[src/rtl/instr_encoder.sv]
// Streaming RV32I instruction encoder: turns instruction descriptors into 32-bit
// words and writes them to consecutive instruction-memory addresses.
module instr_encoder #(
    parameter int unsigned ADDR_W = 6
) (
    input  logic              clk,
    input  logic              rst_n,
    input  logic              start,
    input  logic              in_valid,
    output logic              in_ready,
    input  logic [2:0]        in_class,
    input  logic [2:0]        in_alu,
    input  logic [4:0]        in_rd,
    input  logic [4:0]        in_rs1,
    input  logic [4:0]        in_rs2,
    input  logic [20:0]       in_imm,
    input  logic              in_last,
    output logic              imem_we,
    output logic [ADDR_W-1:0] imem_addr,
    output logic [31:0]       imem_wdata,
    output logic              busy,
    output logic              done,
    output logic              err,
    output logic [ADDR_W:0]   count
);

    localparam int unsigned PTR_W = ADDR_W + 1;
    localparam int unsigned DEPTH = 2 ** ADDR_W;

    localparam logic [6:0]  OP_LOAD   = 7'b0000011;
    localparam logic [6:0]  OP_STORE  = 7'b0100011;
    localparam logic [6:0]  OP_REG    = 7'b0110011;
    localparam logic [6:0]  OP_IMM    = 7'b0010011;
    localparam logic [6:0]  OP_BRANCH = 7'b1100011;
    localparam logic [6:0]  OP_JAL    = 7'b1101111;
    localparam logic [31:0] NOP_WORD  = 32'h0000_0013;

    typedef enum logic {
        IDLE,
        LOAD
    } state_t;

    state_t            state, state_next;
    logic [PTR_W-1:0]  ptr, ptr_next, ptr_inc;
    logic              accept;
    logic              at_end;
    logic              we_next, done_next, err_next, busy_next;
    logic [ADDR_W-1:0] addr_next;
    logic [31:0]       wdata_next;
    logic [PTR_W-1:0]  count_next;

    logic [31:0]       enc_word;
    logic              illegal;
    logic              alu_ok;
    logic [2:0]        funct3;
    logic [6:0]        funct7;

    // Descriptor to instruction word; illegal descriptors collapse to NOP
    always_comb begin
        illegal  = 1'b0;
        alu_ok   = 1'b1;
        funct3   = 3'b000;
        funct7   = (in_alu == 3'b001) ? 7'b0100000 : 7'b0000000;
        enc_word = NOP_WORD;
        case (in_alu)
            3'b000, 3'b001: funct3 = 3'b000;
            3'b010:         funct3 = 3'b111;
            3'b011:         funct3 = 3'b110;
            3'b101:         funct3 = 3'b010;
            default:        alu_ok = 1'b0;
        endcase
        case (in_class)
            3'd0: enc_word = {in_imm[11:0], in_rs1, 3'b010, in_rd, OP_LOAD};
            3'd1: enc_word = {in_imm[11:5], in_rs2, in_rs1, 3'b010, in_imm[4:0], OP_STORE};
            3'd2: begin
                if (!alu_ok) illegal = 1'b1;
                else enc_word = {funct7, in_rs2, in_rs1, funct3, in_rd, OP_REG};
            end
            3'd3: begin
                if (!alu_ok || in_alu == 3'b001) illegal = 1'b1;
                else enc_word = {in_imm[11:0], in_rs1, funct3, in_rd, OP_IMM};
            end
            3'd4: begin
                if (in_imm[0]) illegal = 1'b1;
                else enc_word = {in_imm[12], in_imm[10:5], in_rs2, in_rs1, 3'b000,
                                 in_imm[4:1], in_imm[11], OP_BRANCH};
            end
            3'd5: begin
                if (in_imm[0]) illegal = 1'b1;
                else enc_word = {in_imm[20], in_imm[10:1], in_imm[11], in_imm[19:12],
                                 in_rd, OP_JAL};
            end
            default: illegal = 1'b1;
        endcase
        if (illegal) enc_word = NOP_WORD;
    end

    // Next-state and registered-output logic
    always_comb begin
        state_next = state;
        ptr_next   = ptr;
        we_next    = 1'b0;
        done_next  = 1'b0;
        addr_next  = imem_addr;
        wdata_next = imem_wdata;
        err_next   = err;
        count_next = count;
        ptr_inc    = ptr + PTR_W'(1);
        at_end     = (ptr_inc == PTR_W'(DEPTH));
        in_ready   = (state == LOAD) && !start && (ptr < PTR_W'(DEPTH));
        accept     = in_valid && in_ready;

        if (start) begin
            state_next = LOAD;
            ptr_next   = '0;
            err_next   = 1'b0;
            count_next = '0;
        end else if (accept) begin
            ptr_next   = ptr_inc;
            we_next    = 1'b1;
            addr_next  = ptr[ADDR_W-1:0];
            wdata_next = enc_word;
            count_next = count + PTR_W'(1);
            err_next   = err || illegal || (at_end && !in_last);
            if (in_last || at_end) begin
                state_next = IDLE;
                done_next  = 1'b1;
            end
        end
        busy_next = (state_next == LOAD);
    end

    always_ff @(posedge clk) begin
        if (!rst_n) begin
            state      <= IDLE;
            ptr        <= '0;
            imem_we    <= 1'b0;
            imem_addr  <= '0;
            imem_wdata <= '0;
            busy       <= 1'b0;
            done       <= 1'b0;
            err        <= 1'b0;
            count      <= '0;
        end else begin
            state      <= state_next;
            ptr        <= ptr_next;
            imem_we    <= we_next;
            imem_addr  <= addr_next;
            imem_wdata <= wdata_next;
            busy       <= busy_next;
            done       <= done_next;
            err        <= err_next;
            count      <= count_next;
        end
    end

endmodule

[config.mk]
export PLATFORM = sky130hd
export DESIGN_NAME = instr_encoder
export DESIGN_NICKNAME = d
export VERILOG_FILES = /design/src/rtl/instr_encoder.sv
export SDC_FILE = /design/constraint.sdc
export NUM_CORES = 1
export LEC_CHECK = 0
export BUFFER_PORTS_ARGS = -buffer_cell sky130_fd_sc_hd__buf_2
export CAP_MARGIN = 10
export CORE_MARGIN = 3
export CORE_UTILIZATION = 49
export CTS_CLUSTER_SIZE = 10
export DETAILED_ROUTE_END_ITERATION = 7
export PLACE_DENSITY = 0.82
export SLEW_MARGIN = 10
export SYNTH_ARGS = -nofsm -noshare
export SYNTH_HDL_FRONTEND = slang
export SYNTH_SLANG_ARGS = --single-unit
[constraint.sdc]
create_clock -name clk -period 2 [get_ports clk]
set_input_delay 0.1 -clock clk [delete_from_list [all_inputs] [get_ports clk]]
set_output_delay 0.1 -clock clk [all_outputs]
set_load 0.02 [all_outputs]
==> impl_results.md <==
* Status: completed
* TritonCTS clock tree: yes
* Avg WL per Cell at 14.4 microns
* N_diodes at 0
* Worst Hold Depth at 2
* Slew Limit Fails at 0
* Finished Core Util at 66.2%
* Number of synthesized flops with an enable pin at 0
* Inserted Clock Buffers at 5
* # DRC at 0
* Finished Cell Area at 0.00325 sq mm
* Post-DR vias/cell at 5.49
* Largest net degree at the start of global routing at 39
* Num Clock Sinks at 54
* Gpl congestion at 0.934
* CP bufs+invs at 1
* Worst slew pin tran at 0.609 ns
* Total Routed Length at 6700 microns
* Detail Placement HPWL at 4890 microns
* PostCTS Resize Cnt at 0
* Routed Antenna Nets at 0
* Top Ports at 97
* DRT Pass-1 Iters at 5
* Share of layout cells above drive strength 1 at 29.3%
* Family with the most delay on the worst path: simple AND/OR/NAND/NOR gates
* Async set or reset register ratio after synthesis at 0%
* Mapped cell area at 0.00257 sq mm
* R2R Setup Slk at 0.28 ns
* Die H at 78.5 microns
* Rows at 25
* WS Path Type: flip-flop to flip-flop
* GRT overflow at 0
* DR iter-0 viols at 136
* Post-synthesis xor/xnor area fraction at 4.08%
* Crit path cell chain: and4bb_1 -> buf_12 -> o211ai_1 -> nor4b_1 -> a221o_1
* Sequential share of the synthesized area at 42.0%
* Syn Inst Count at 305
* Buffer count from post-CTS setup fixing at 0
* Clk_lat worst skew at 0.31 ns
* Clock Skew at 0.00724 ns
* Max clock buf depth at 2
* Area grow syn2layout at 26.3%
* Max FO, Critical Path at 38
* Fin Setup TNS at 0 ns
* Post-synthesis mux area share at 0.389%
* Crit-path max cell delay at 0.37 ns
* GR Util All Layers at 21.8%
* Power per cell area at 668 mW/mm^2
* Critical path depth in cells at 5
* Via count at 2557
* # setup viols final at 0
* Adder-Cell Fraction of Synth Area at 1.46%
* Unrepaired setup endpoints after global routing: false
* Hold_buf cts at 5
* Min Hold Slack at 0.0263 ns
* Vias in the first global route at 2328
* Max-Cap Viols at 0
* First-pass GRT wire length at 10800 microns
* Syn_nets at 355
* CP max-delay cell: dfxtp_1
* Pre-CTS setup slack at 0.321 ns
* Die extent in x at 78.5 microns
* Layout net count at 448
* Peak supply drop at 395 uV
* Max-slew headroom at 59.4%
* Crit path DAT at 1.99 ns
* Number of port buffers at 96
* Fraction of the mapped netlist area in simple logic gates at 23.5%
* Die Area at 0.00616 sq mm
* Final Hold Viols at 0
* Reg2Reg Depth at 5
* Req. time, crit path at 2.27 ns
* Final WS setup at 0.279 ns
* Cell Area, Placed at 0.00309 sq mm
* Largest family of logic cells by synthesized area: compound AO/OA/AOI/OAI gates
* Synth unique cells at 50
* Fmax achieved at 581 MHz
* Initial antenna violation count at 0
* CP endpoint kind: flip-flop
* CTS H-tree depth at 2
* Compound-cell area share of the yosys netlist at 24.1%
* Seq cells post-synth at 54
* Static Leakage at 1.43 nW
* Top_reg_cell synth: dfxtp_1
* Core Box Area at 0.00491 sq mm
* Synth warn at 0
* Min Tclk post-route at 1.72 ns
* Initial Util at 52.4%
* Final Cycle Share at 86.1%
* CTS root buf: clkbuf_8
* Clock slew at reported path FFs at 0.10 ns
* Fillers at 450
* Startpoint class of the critical path: flip-flop
* Avg Cell Area, Syn at 8.44 sq um
* Hold Crit Class: input pin to flip-flop
flip-flops by register name (all words and copies together), names as in the netlist:
| signal | count |
|---|---|
| imem_wdata | 30 |
| count | 7 |
| ptr | 7 |
| imem_addr | 6 |
| done | 1 |
| err | 1 |
| imem_we | 1 |
| state | 1 |
cell families after synthesis:
group	count (synthesis)
buf+inv	24
xor+xnor	12
flops	54
mux	1
compound gates	94
fa+ha+maj	3
simple gates	117
through the flow:
stage / power, mW / instances
final: 2.17 / 466
after global routing: 2.27 / 466
after CTS: 2.19 / 466
after detailed placement: 1.45 / 453
after global placement: 1.44 / 453
after floorplan: 1.33 / 305
layout by cell type, fill, tap and decap left out, types with 3 or more instances in the layout:
cell type,Yosys,routed
a21oi_1,32,32
a221o_1,4,4
a22o_1,6,6
a22oi_1,3,3
a31oi_1,4,4
and3_1,5,5
buf_2,6,96
buf_4,5,4
clkbuf_8,0,5
dfxtp_1,54,54
dlygate4sd3_1,0,5
ha_1,3,3
inv_1,3,3
nand2_1,37,37
nand2b_1,7,7
nand3_1,4,4
nand3b_1,5,5
nand4_1,4,4
nor2_1,28,28
nor2b_1,8,8
nor4b_1,4,4
o21ai_0,13,13
o21ai_1,7,7
o22ai_1,4,4
o32ai_1,5,5
or3_1,3,3
xnor2_1,3,3
xor2_1,9,9
metal layers:
layer | GRT usage [%] | vias up | share of wire [%] | wire [microns]
met2 | 37.7 | 79 | 50 | 3380
met5 | 0 | - | 0 | 0
met4 | 6.99 | 0 | 1.4 | 97
met3 | 5.16 | 9 | 6.1 | 406
li1 | - | 1284 | - | -
met1 | 26.7 | 1185 | 42 | 2810
synthesized netlist by cell type (2+ instances only):
master / count / area, sq um
nor3_1: 2 / 10.0
a31oi_1: 4 / 25.0
and3_1: 5 / 31.3
o21ai_0: 13 / 65.1
nand3b_1: 5 / 37.5
xnor2_1: 3 / 26.3
a21o_1: 2 / 15.0
a211oi_1: 2 / 15.0
nor4b_1: 4 / 35.0
nand2_1: 37 / 139
nor2_1: 28 / 105
o32ai_1: 5 / 43.8
dfxtp_1: 54 / 1080
and4bb_1: 2 / 25.0
nand3_1: 4 / 20.0
buf_4: 5 / 37.5
o211a_1: 2 / 20.0
or3_1: 3 / 18.8
o21a_1: 2 / 15.0
nand2b_1: 7 / 43.8
clkbuf_1: 9 / 33.8
nor2b_1: 8 / 50.1
nor2_2: 2 / 12.5
ha_1: 3 / 37.5
o21ai_1: 7 / 35.0
a22o_1: 6 / 52.6
nand4_1: 4 / 25.0
a21oi_1: 32 / 160
xor2_1: 9 / 78.8
buf_2: 6 / 30.0
o22ai_1: 4 / 25.0
a221o_1: 4 / 40.0
inv_1: 3 / 11.3
a22oi_1: 3 / 22.5
where the power goes:
part	switching [mW]	total (mW)	leakage [nW]	internal, mW
Sequential	0.0157	1.11	0.437	1.10
Clock	0.363	0.738	0.0585	0.375
Combinational	0.191	0.317	0.933	0.126
Total	0.570	2.17	1.43	1.60
layout make-up:
class                      count  area [sq um]  share of cell area [%]
tap                           67          83.8                    2.58
timing repair buffer         106           581                    17.9
inverter                       4          15.0                   0.462
multi-input combinational    227          1380                    42.4
clock buffer                   5          68.8                    2.12
sequential                    54          1080                    33.3
clock inverter                 3          43.8                    1.35
final timing paths:
| kind | start | to |
|---|---|---|
| setup / recovery | ptr[6] | imem_wdata[21] |
| hold / removal | in_imm[2] | imem_wdata[22] |
| setup reg to reg | ptr[6] | imem_wdata[21] |
| hold reg to reg | imem_addr[1] | imem_addr[1] |
Power figures use the tool's default switching activity.
